$ cat src/rtl/imm_extend_pipe_if.sv
// Handshake bundle between decode and the immediate-extension stage.
// Carries both the upstream (in_*) and downstream (out_*) channels of one stage.
// master: the environment feeding the stage; slave: the stage itself.
`timescale 1ns/1ps
interface imm_extend_pipe_if #(
    parameter int IN_W  = 16,
    parameter int OUT_W = 32,
    parameter int TAG_W = 5
);
    logic             in_valid;
    logic             in_ready;
    logic [IN_W-1:0]  in_imm;
    logic [1:0]       in_mode;
    logic [TAG_W-1:0] in_tag;
    logic             out_valid;
    logic             out_ready;
    logic [OUT_W-1:0] out_data;
    logic [TAG_W-1:0] out_tag;

    modport master (
        output in_valid, in_imm, in_mode, in_tag, out_ready,
        input  in_ready, out_valid, out_data, out_tag
    );

    modport slave (
        input  in_valid, in_imm, in_mode, in_tag, out_ready,
        output in_ready, out_valid, out_data, out_tag
    );
endinterface

$ cat src/rtl/imm_extend_pipe.sv
// Registered immediate generator: SEXT / ZEXT / HIGH / BROFF extension of a decode field.
// Latency 1 cycle from accept to out_valid when empty; 1 item/cycle when streaming.
// Backpressure absorbed by a 2-entry (output + skid) buffer; in_ready is registered.
`timescale 1ns/1ps
module imm_extend_pipe #(
    parameter int IN_W     = 16,
    parameter int OUT_W    = 32,
    parameter int HI_SHIFT = 16,
    parameter int TAG_W    = 5
) (
    input  logic               clk,
    input  logic               rst_n,
    input  logic               flush,
    imm_extend_pipe_if.slave   bus
);

    localparam logic [1:0] MODE_SEXT  = 2'b00;
    localparam logic [1:0] MODE_ZEXT  = 2'b01;
    localparam logic [1:0] MODE_HIGH  = 2'b10;
    localparam logic [1:0] MODE_BROFF = 2'b11;

    typedef struct packed {
        logic [OUT_W-1:0] data;
        logic [TAG_W-1:0] tag;
    } item_t;

    logic             or_vld;
    item_t            or_q;
    logic             sk_vld;
    item_t            sk_q;
    logic             rdy_q;

    logic [OUT_W-1:0] sx;
    logic [OUT_W-1:0] zx;
    logic [OUT_W-1:0] ext;
    item_t            new_item;
    logic             accept;
    logic             consume;

    // Size casts do the extension: a signed operand is sign-extended, an unsigned one zero-filled.
    assign sx = OUT_W'($signed(bus.in_imm));
    assign zx = OUT_W'(bus.in_imm);

    // Select the extension for the incoming item; shifts drop bits past OUT_W.
    always_comb begin
        ext = '0;
        unique case (bus.in_mode)
            MODE_SEXT:  ext = sx;
            MODE_ZEXT:  ext = zx;
            MODE_HIGH:  ext = zx << HI_SHIFT;
            MODE_BROFF: ext = sx << 2;
            default:    ext = '0;
        endcase
    end

    assign new_item.data = ext;
    assign new_item.tag  = bus.in_tag;

    assign accept  = bus.in_valid && rdy_q;
    assign consume = or_vld && bus.out_ready;

    // Output/skid register update. rdy_q tracks "skid will be empty next cycle",
    // so the upstream never sees a combinational path from out_ready.
    always_ff @(posedge clk) begin
        if (!rst_n) begin
            or_vld <= 1'b0;
            or_q   <= '0;
            sk_vld <= 1'b0;
            sk_q   <= '0;
            rdy_q  <= 1'b0;
        end else if (flush) begin
            // Squash everything buffered and whatever is being offered this cycle.
            or_vld <= 1'b0;
            sk_vld <= 1'b0;
            rdy_q  <= 1'b1;
        end else begin
            rdy_q <= !sk_vld;
            if (!or_vld || consume) begin
                if (sk_vld) begin
                    // Skid drains first to keep FIFO order; accept cannot fire here.
                    or_q   <= sk_q;
                    or_vld <= 1'b1;
                    sk_vld <= 1'b0;
                    rdy_q  <= 1'b1;
                end else if (accept) begin
                    or_q   <= new_item;
                    or_vld <= 1'b1;
                end else begin
                    or_vld <= 1'b0;
                end
            end else if (accept) begin
                // Output is stalled: park the new item and close the input.
                sk_q   <= new_item;
                sk_vld <= 1'b1;
                rdy_q  <= 1'b0;
            end
        end
    end

    assign bus.in_ready  = rdy_q;
    assign bus.out_valid = or_vld;
    assign bus.out_data  = or_q.data;
    assign bus.out_tag   = or_q.tag;

endmodule

$ cat src/flat_wrapper.sv
// flat-port wrapper written by rule: the top's interface ports become plain ports
module imm_extend_pipe_flat 
#(
    parameter int IN_W     = 16,
    parameter int OUT_W    = 32,
    parameter int HI_SHIFT = 16,
    parameter int TAG_W    = 5
)
  (clk, rst_n, flush, bus_in_valid, bus_in_imm, bus_in_mode, bus_in_tag, bus_out_ready, bus_in_ready, bus_out_valid, bus_out_data, bus_out_tag);
  imm_extend_pipe_if #(.IN_W(IN_W), .OUT_W(OUT_W), .TAG_W(TAG_W)) bus_i ();
  input  logic clk;
  input  logic rst_n;
  input  logic flush;
  input wire logic [$bits(bus_i.in_valid)-1:0] bus_in_valid;
  input wire logic [$bits(bus_i.in_imm)-1:0] bus_in_imm;
  input wire logic [$bits(bus_i.in_mode)-1:0] bus_in_mode;
  input wire logic [$bits(bus_i.in_tag)-1:0] bus_in_tag;
  input wire logic [$bits(bus_i.out_ready)-1:0] bus_out_ready;
  output wire logic [$bits(bus_i.in_ready)-1:0] bus_in_ready;
  output wire logic [$bits(bus_i.out_valid)-1:0] bus_out_valid;
  output wire logic [$bits(bus_i.out_data)-1:0] bus_out_data;
  output wire logic [$bits(bus_i.out_tag)-1:0] bus_out_tag;
  assign bus_i.in_valid = bus_in_valid;
  assign bus_i.in_imm = bus_in_imm;
  assign bus_i.in_mode = bus_in_mode;
  assign bus_i.in_tag = bus_in_tag;
  assign bus_i.out_ready = bus_out_ready;
  assign bus_in_ready = bus_i.in_ready;
  assign bus_out_valid = bus_i.out_valid;
  assign bus_out_data = bus_i.out_data;
  assign bus_out_tag = bus_i.out_tag;
  imm_extend_pipe #(.IN_W(IN_W), .OUT_W(OUT_W), .HI_SHIFT(HI_SHIFT), .TAG_W(TAG_W)) u_core (.clk(clk), .rst_n(rst_n), .flush(flush), .bus(bus_i));
endmodule
$ cat config.mk
export PLATFORM = sky130hd
export DESIGN_NAME = imm_extend_pipe_flat
export DESIGN_NICKNAME = d
export VERILOG_FILES = /design/src/rtl/imm_extend_pipe_if.sv /design/src/rtl/imm_extend_pipe.sv /design/src/flat_wrapper.sv
export SDC_FILE = /design/constraint.sdc
export NUM_CORES = 1
export LEC_CHECK = 0
export CAP_MARGIN = 20
export CORE_AREA = 2 2 102 84
export DETAILED_ROUTE_END_ITERATION = 10
export DIE_AREA = 0 0 104 86
export PLACE_DENSITY = 0.78
export SYNTH_ARGS = -nofsm -noshare
export SYNTH_HDL_FRONTEND = slang
export SYNTH_SLANG_ARGS = --single-unit
export TNS_END_PERCENT = 20
$ cat constraint.sdc
create_clock -name clk -period 1.6 [get_ports clk]
set_clock_uncertainty 0.1 [all_clocks]
set_input_delay 0.24 -clock clk [delete_from_list [all_inputs] [get_ports clk]]
set_output_delay 0.24 -clock clk [all_outputs]
set_load 0.05 [all_outputs]
==> run_results.csv, run 1 <==
group,metric,value,unit
placed_design,placed_cell_area,4800,µm²
floorplan,full_die_area,8940,µm²
detailed_routing,detail_route.wl_per_cell,18.2,µm
synthesis,synth.cell_area,3620,µm²
setup_path,crit_type,"primary input to flop",
clock_tree,h_tree_depth,3,
global_routing,globalRouteOverflowTotal,0,
detailed_routing,route.antenna.remaining_nets,0,
synthesis,netlist.area_leader.share,0.426,
synthesis,mean_post_synth_cell_area,8.94,µm²
synthesis,synth-seq-area-share,0.426,
cells_and_area,area.growth.synth_to_final,40.2,%
sta,timing.final.ws_setup,-0.00292,ns
detailed_routing,avgViaCountPerCell,6.17,
synthesis,synthMostInstantiatedCell,"sky130_fd_sc_hd__dfxtp_1",
run,timing.max_cap.violations,0,
power,power.density,833,nW/µm²
setup_path,rr_startpoint,"u_core.bus.out_valid$_SDFFE_PP0P_",
setup_path,start_kind,"primary input",
synthesis,netlist-cell-type-count,36,
sta,finalSetupViolCount,2,
global_routing,grtUsageTotal,0.233,
power,max-vdd-ir-drop,0.437,mV
placed_design,detailed_place_hpwl,7180,µm
cells_and_area,share_of_cells_above_drive_strength_1,0.239,
power,leakage,0.00175,µW
hold_path,min-delay-path-class,"flop to flop",
placed_design,gp_congestion,0.794,
cells_and_area,final_net_count,500,
floorplan,floorplan.core_area,7840,µm²
clock_tree,cts_inserted_buffers,9,
floorplan,floorplan.die.height,86,µm
synthesis,syn_inst,405,
synthesis,netlist_top_cells_area,"sky130_fd_sc_hd__dfxtp_1 43%, sky130_fd_sc_hd__a211oi_1 7.3%, sky130_fd_sc_hd__a21oi_1 5.4%",
cells_and_area,final_core_util,0.648,
synthesis,synth_top_area_cell,"sky130_fd_sc_hd__dfxtp_1",
global_routing,maximum_number_of_pins_on_one_net_before_global_route_repair,39,
floorplan,placementRows,29,
hold_path,min_from,"u_core.sk_q[2]$_SDFFE_PN0P_",
sta,grt_setup_unrepaired,"true",
global_routing,grt_pass1_wl,16900,µm
setup_path,origin_of_the_worst_setup_path,"bus_out_ready",
synthesis,synth-async-reset-ratio,0,
synthesis,dominantRegCellSynth,"sky130_fd_sc_hd__dfxtp_1",
sta,final_period_minus_worst_setup_slack,1.60,ns
outcome,run_status,"finished with violations",
sta,slew_limit_fails,0,
sta,worst_slew_pin_slew,0.515,ns
synthesis,synthesis.yosys.warnings,0,
detailed_routing,drt_iter0_drc,280,
clock_tree,clkSlewWorstSetupHoldPaths,0.08,ns
setup_path,endpoint_kind,"flop",
sta,hold_violations,0,
clock_tree,clockBufferDepth,2,
global_routing,via_count_of_the_first_global_routing_pass,3331,
detailed_routing,wl,10600,µm
floorplan,ioPinCount,67,
clock_tree,clk-insertion-delay-late,0.35,ns
setup_path,maximum_fanout_along_the_worst_path,14,
clock_tree,cts_num_sinks,77,
detailed_routing,drt_pre_antenna_iters,5,
synthesis,synthTopCellsByCount,"77 x sky130_fd_sc_hd__dfxtp_1, 39 x sky130_fd_sc_hd__a21oi_1, 35 x sky130_fd_sc_hd__a211oi_1",
sta,achievable-frequency,624,MHz
sta,slew_headroom,0.655,
clock_tree,post-cts-setup-buffer-count,0,
synthesis,synth-seq-cells,77,
synthesis,synthesized_net_count,433,
sta,final_period_util,1.00,
global_routing,grt_antenna_before_repair,0,
floorplan,floorplan.die.width,104,µm
clock_tree,tritoncts,"done",
cells_and_area,final_cell_area_excluding_filler_cells,5070,µm²
setup_path,crit_required,1.74,ns
detailed_routing,routed-via-count,3603,
setup_path,critPathArrivalTime,1.74,ns
outcome,failed_checks,"setup timing",
synthesis,synth-edff-count,0,
placed_design,io_buffers,66,
detailed_routing,drc_errors,0,
clock_tree,ctsRootBufferMaster,"sky130_fd_sc_hd__clkbuf_8",
cells_and_area,antenna-diode-count,0,
floorplan,start_util,0.462,
-- layout by cell type, fill, tap and decap left out, drive strengths merged, types with 16 or more instances in the layout --
cell	count
a21oi	39
and2	16
nand2	18
o21ai	24
dfxtp	77
clkdlybuf4s50	27
nor2b	16
a211oi	35
buf	77
-- metrics by stage --
stage                     TNS (ns)  hold WS [ns]  power, µW  std cells  setup WS (ns)
after floorplan              -1.03         0.288       2410        405        -0.0373
after global placement      -23.91         0.361       2740        569         -0.491
after detailed placement    -26.26         0.366       2750        569         -0.578
after CTS                        0         0.372       4200        584        0.00385
after global routing        -0.548         0.390       4350        584        -0.0645
final                     -0.00432         0.380       4230        584       -0.00292
-- area by class of cell --
cell class / instances / area, µm²
Fill cell: 632 / 2760
Multi-Input combinational cell: 276 / 1930
Sequential cell: 77 / 1550
Timing Repair Buffer: 104 / 1250
Clock buffer: 11 / 151
Tap cell: 108 / 135
Clock inverter: 4 / 46.3
Inverter: 4 / 15.0
-- path summary, 6_finish.rpt --
kind | endpoint | depth (start not counted) | slack, ns
setup reg to reg | u_core.sk_q[30]$_SDFFE_PN0P_ | 3 | 0.02
setup / recovery | u_core.sk_q[30]$_SDFFE_PN0P_ | 4 | -0.003
hold reg to reg | u_core.sk_q[2]$_SDFFE_PN0P_ | 2 | 0.38
hold / removal | u_core.sk_q[2]$_SDFFE_PN0P_ | 2 | 0.38
-- what timing repair did --
action / CTS / global route
pin swaps: 0 / 1
hold buffers: 0 / 0
resized for setup: 3 / 13
setup endpoints to repair: 48 / 44
hold endpoints to repair: 0 / 0
-- cell families (layout without fill, tap and decap cells) --
logic type,after synthesis,after routing,synth area share
AO/OA/AOI/OAI,186,186,0.370
XOR/XNOR,1,1,0.00242
buffers and inverters,52,123,0.0639
flip-flops,77,77,0.426
multiplexers,6,6,0.0169
AND/OR/NAND/NOR,83,83,0.121
-- worst max-delay path: stages --
cell and delay [ns]:
sky130_fd_sc_hd__clkdlybuf4s50_1 0.45, sky130_fd_sc_hd__or3b_1 0.45, sky130_fd_sc_hd__a211o_4 0.37, sky130_fd_sc_hd__o221a_1 0.23
-- per-layer routing --
layer | track usage | share of wire
met1 | 0.325 | 0.45
met4 | 0.0627 | 0.011
met3 | 0.0600 | 0.086
met2 | 0.360 | 0.46
met5 | 0 | 0
-- power breakdown --
| part | switching, µW | leakage, µW | total [µW] | internal, µW |
|---|---|---|---|---|
| combinational | 429 | 0.00102 | 761 | 332 |
| clock | 690 | 0.000106 | 1480 | 793 |
| sequential | 31.4 | 0.000624 | 1980 | 1950 |
| total | 1150 | 0.00175 | 4230 | 3080 |
-- sequential cells by signal, indices dropped and copies added, names as in the netlist --
| name | count |
|---|---|
| u_core.bus.out_tag | 5 |
| u_core.sk_q | 37 |
| u_core.sk_vld | 1 |
| u_core.bus.out_data | 32 |
| u_core.bus.out_valid | 1 |
| u_core.bus.in_ready | 1 |
Power figures use the tool's default switching activity.
==> run 2: changes to the inputs <==
==> constraint.sdc (replaced) <==
create_clock -name clk -period 1.35 [get_ports clk]
set_clock_uncertainty 0.1 [all_clocks]
set_input_delay 0.2025 -clock clk [delete_from_list [all_inputs] [get_ports clk]]
set_output_delay 0.2025 -clock clk [all_outputs]
set_load 0.05 [all_outputs]
==> run 2 against run 1 <==
The run still ends with setup timing left; die area did not move; critical path depth fell by 1; count of clock-buffer cells in the layout up 1; global-route usage grew 2.6 points; cell count increased by 2.6%; utilization rose by 6.8 points; clock power up 17%; sequential power is 19% higher; non-clock buffer count rose by 13; register-to-register slack got worse by 0.25 ns; hold slack got worse by 0.064 ns; critical path type is now flop to flop; critical endpoint is now u_core.sk_q[27]$_SDFFE_PN0P_.
==> run_results.csv, run 2 (synthesis results as in run 1) <==
group,metric,value,unit
outcome,run_status,"finished with violations",
outcome,failed_checks,"setup timing",
power,power.density,915,nW/µm²
setup_path,critical_path.top_delay_family,"compound AO/OA/AOI/OAI gates",
setup_path,start_kind,"flop",
placed_design,placed_cells,577,
global_routing,maximum_number_of_pins_on_one_net_before_global_route_repair,36,
clock_tree,ctsRootBufferMaster,"sky130_fd_sc_hd__clkbuf_8",
sta,achievable-frequency,634,MHz
sta,slew_headroom,0.700,
sta,hold_violations,0,
cells_and_area,share_of_cells_above_drive_strength_1,0.308,
placed_design,gp_congestion,0.786,
detailed_routing,detail_route.wl_per_cell,20.0,µm
placed_design,placed_cell_area,5060,µm²
cells_and_area,largest-register,"u_core.sk_q",
global_routing,grtUsageTotal,0.260,
setup_path,crit_type,"flop to flop",
sta,finalHoldWorstSlack,0.316,ns
global_routing,grt_antenna_before_repair,0,
cells_and_area,final_core_util,0.715,
clock_tree,ctsHoldBuffers,0,
sta,timing.final.ws_setup,-0.227,ns
placed_design,io_buffers,66,
setup_path,worst-path-buf-inv,0,
detailed_routing,drt_iter0_drc,285,
detailed_routing,wl,12000,µm
clock_tree,cts_inserted_buffers,9,
setup_path,maximum_fanout_along_the_worst_path,7,
setup_path,crit_required,1.49,ns
sta,slew_limit_fails,0,
sta,final_period_minus_worst_setup_slack,1.58,ns
floorplan,floorplan.core_area,7840,µm²
cells_and_area,layout.cells.most_common,"sky130_fd_sc_hd__dfxtp_1",
setup_path,ff2ff_path_depth,3,
clock_tree,h_tree_depth,3,
setup_path,critPathArrivalTime,1.72,ns
floorplan,full_die_area,8940,µm²
cells_and_area,fillers,536,
detailed_routing,routed-via-count,3807,
run,timing.max_cap.violations,0,
floorplan,floorplan.die.width,104,µm
sta,finalSetupViolCount,68,
clock_tree,tritoncts,"done",
cells_and_area,final_cell_mix,"74 x sky130_fd_sc_hd__dfxtp_1, 48 x sky130_fd_sc_hd__buf_12, 38 x sky130_fd_sc_hd__a21oi_1",
setup_path,worst-path-stages,3,
hold_path,hold-path-cell-count,4,
global_routing,via_count_of_the_first_global_routing_pass,3619,
detailed_routing,avgViaCountPerCell,6.36,
detailed_routing,drt_pre_antenna_iters,5,
sta,grt_setup_unrepaired,"true",
clock_tree,cts_num_sinks,77,
detailed_routing,drc_errors,0,
cells_and_area,area.growth.synth_to_final,54.8,%
detailed_routing,route.antenna.remaining_nets,0,
global_routing,grt_pass1_wl,18500,µm
cells_and_area,finalNonFillerCells,599,
power,leakage,0.00193,µW
clock_tree,clkSlewWorstSetupHoldPaths,0.08,ns
setup_path,endpoint_kind,"flop",
hold_path,min-delay-path-class,"primary input to flop",
cells_and_area,largest_register_ff_count,37,
sta,final_period_util,1.17,
cells_and_area,antenna-diode-count,0,
setup_path,critical_path.cell_chain,"or3b_4 -> a211o_4 -> o221a_1",
placed_design,detailed_place_hpwl,7320,µm
cells_and_area,final_net_count,514,
sta,worst_slew_pin_slew,0.444,ns
clock_tree,clk-insertion-delay-late,0.36,ns
floorplan,ioPinCount,67,
placed_design,dpl_worst_slack,-0.894,ns
floorplan,start_util,0.462,
floorplan,placementRows,29,
cells_and_area,final_cell_area_excluding_filler_cells,5600,µm²
setup_path,critical_path.max_stage_delay,0.43,ns
global_routing,globalRouteOverflowTotal,0,
setup_path,cpMaxStageDelayCell,"sky130_fd_sc_hd__or3b_4",
floorplan,floorplan.die.height,86,µm
clock_tree,clockBufferDepth,2,
power,max-vdd-ir-drop,0.463,mV
==> run 2: layout make-up <==
type,instances,area [µm²],share of cell area
multi-input combinational,277,2140,0.382
timing repair buffer,117,1580,0.281
sequential,77,1550,0.277
clock buffer,12,135,0.0241
tap,108,135,0.0241
clock inverter,4,48.8,0.00871
inverter,4,15.0,0.00268
==> run 2: final timing paths <==
path | slack [ns] | from | endpoint
setup / recovery | -0.23 | u_core.bus.out_valid$_SDFFE_PP0P_ | u_core.sk_q[27]$_SDFFE_PN0P_
hold / removal | 0.32 | bus_in_imm[15] | u_core.sk_q[36]$_SDFFE_PN0P_
setup reg to reg | -0.23 | u_core.bus.out_valid$_SDFFE_PP0P_ | u_core.sk_q[27]$_SDFFE_PN0P_
hold reg to reg | 0.38 | u_core.sk_q[1]$_SDFFE_PN0P_ | u_core.sk_q[1]$_SDFFE_PN0P_
==> run 2: stage by stage <==
step / TNS [ns] / power [µW]
3_3_place_gp: -40.00 / 3310
3_5_place_dp: -48.08 / 3330
6_report: -7.20 / 5130
5_1_grt: -10.03 / 5270
4_1_cts: -5.42 / 5030
2_1_floorplan: -14.99 / 2850
==> run 2: per-layer routing <==
layer	routed length [µm]	track usage
met4	139	0.0848
met1	5220	0.357
met5	0	0
met2	5770	0.407
met3	850	0.0585
==> run 2: worst reg2reg max path, stage by stage (launching register included) <==
cell	delay, ns
sky130_fd_sc_hd__dfxtp_4	0.36
sky130_fd_sc_hd__or3b_4	0.43
sky130_fd_sc_hd__a211o_4	0.33
sky130_fd_sc_hd__o221a_1	0.24
==> run 2: repair_timing <==
action / 4_1_cts / 5_1_grt
endpoints found under the setup margin: 74 / 75
buffers inserted: 2 / 0
pin swaps: 9 / 3
resized for setup: 42 / 50
cloned: 2 / 2
==> run 2: power by group <==
part / switching (µW) / internal (µW) / total [µW]
registers: 51.2 / 2310 / 2360
logic: 566 / 472 / 1040
clock network: 871 / 855 / 1730
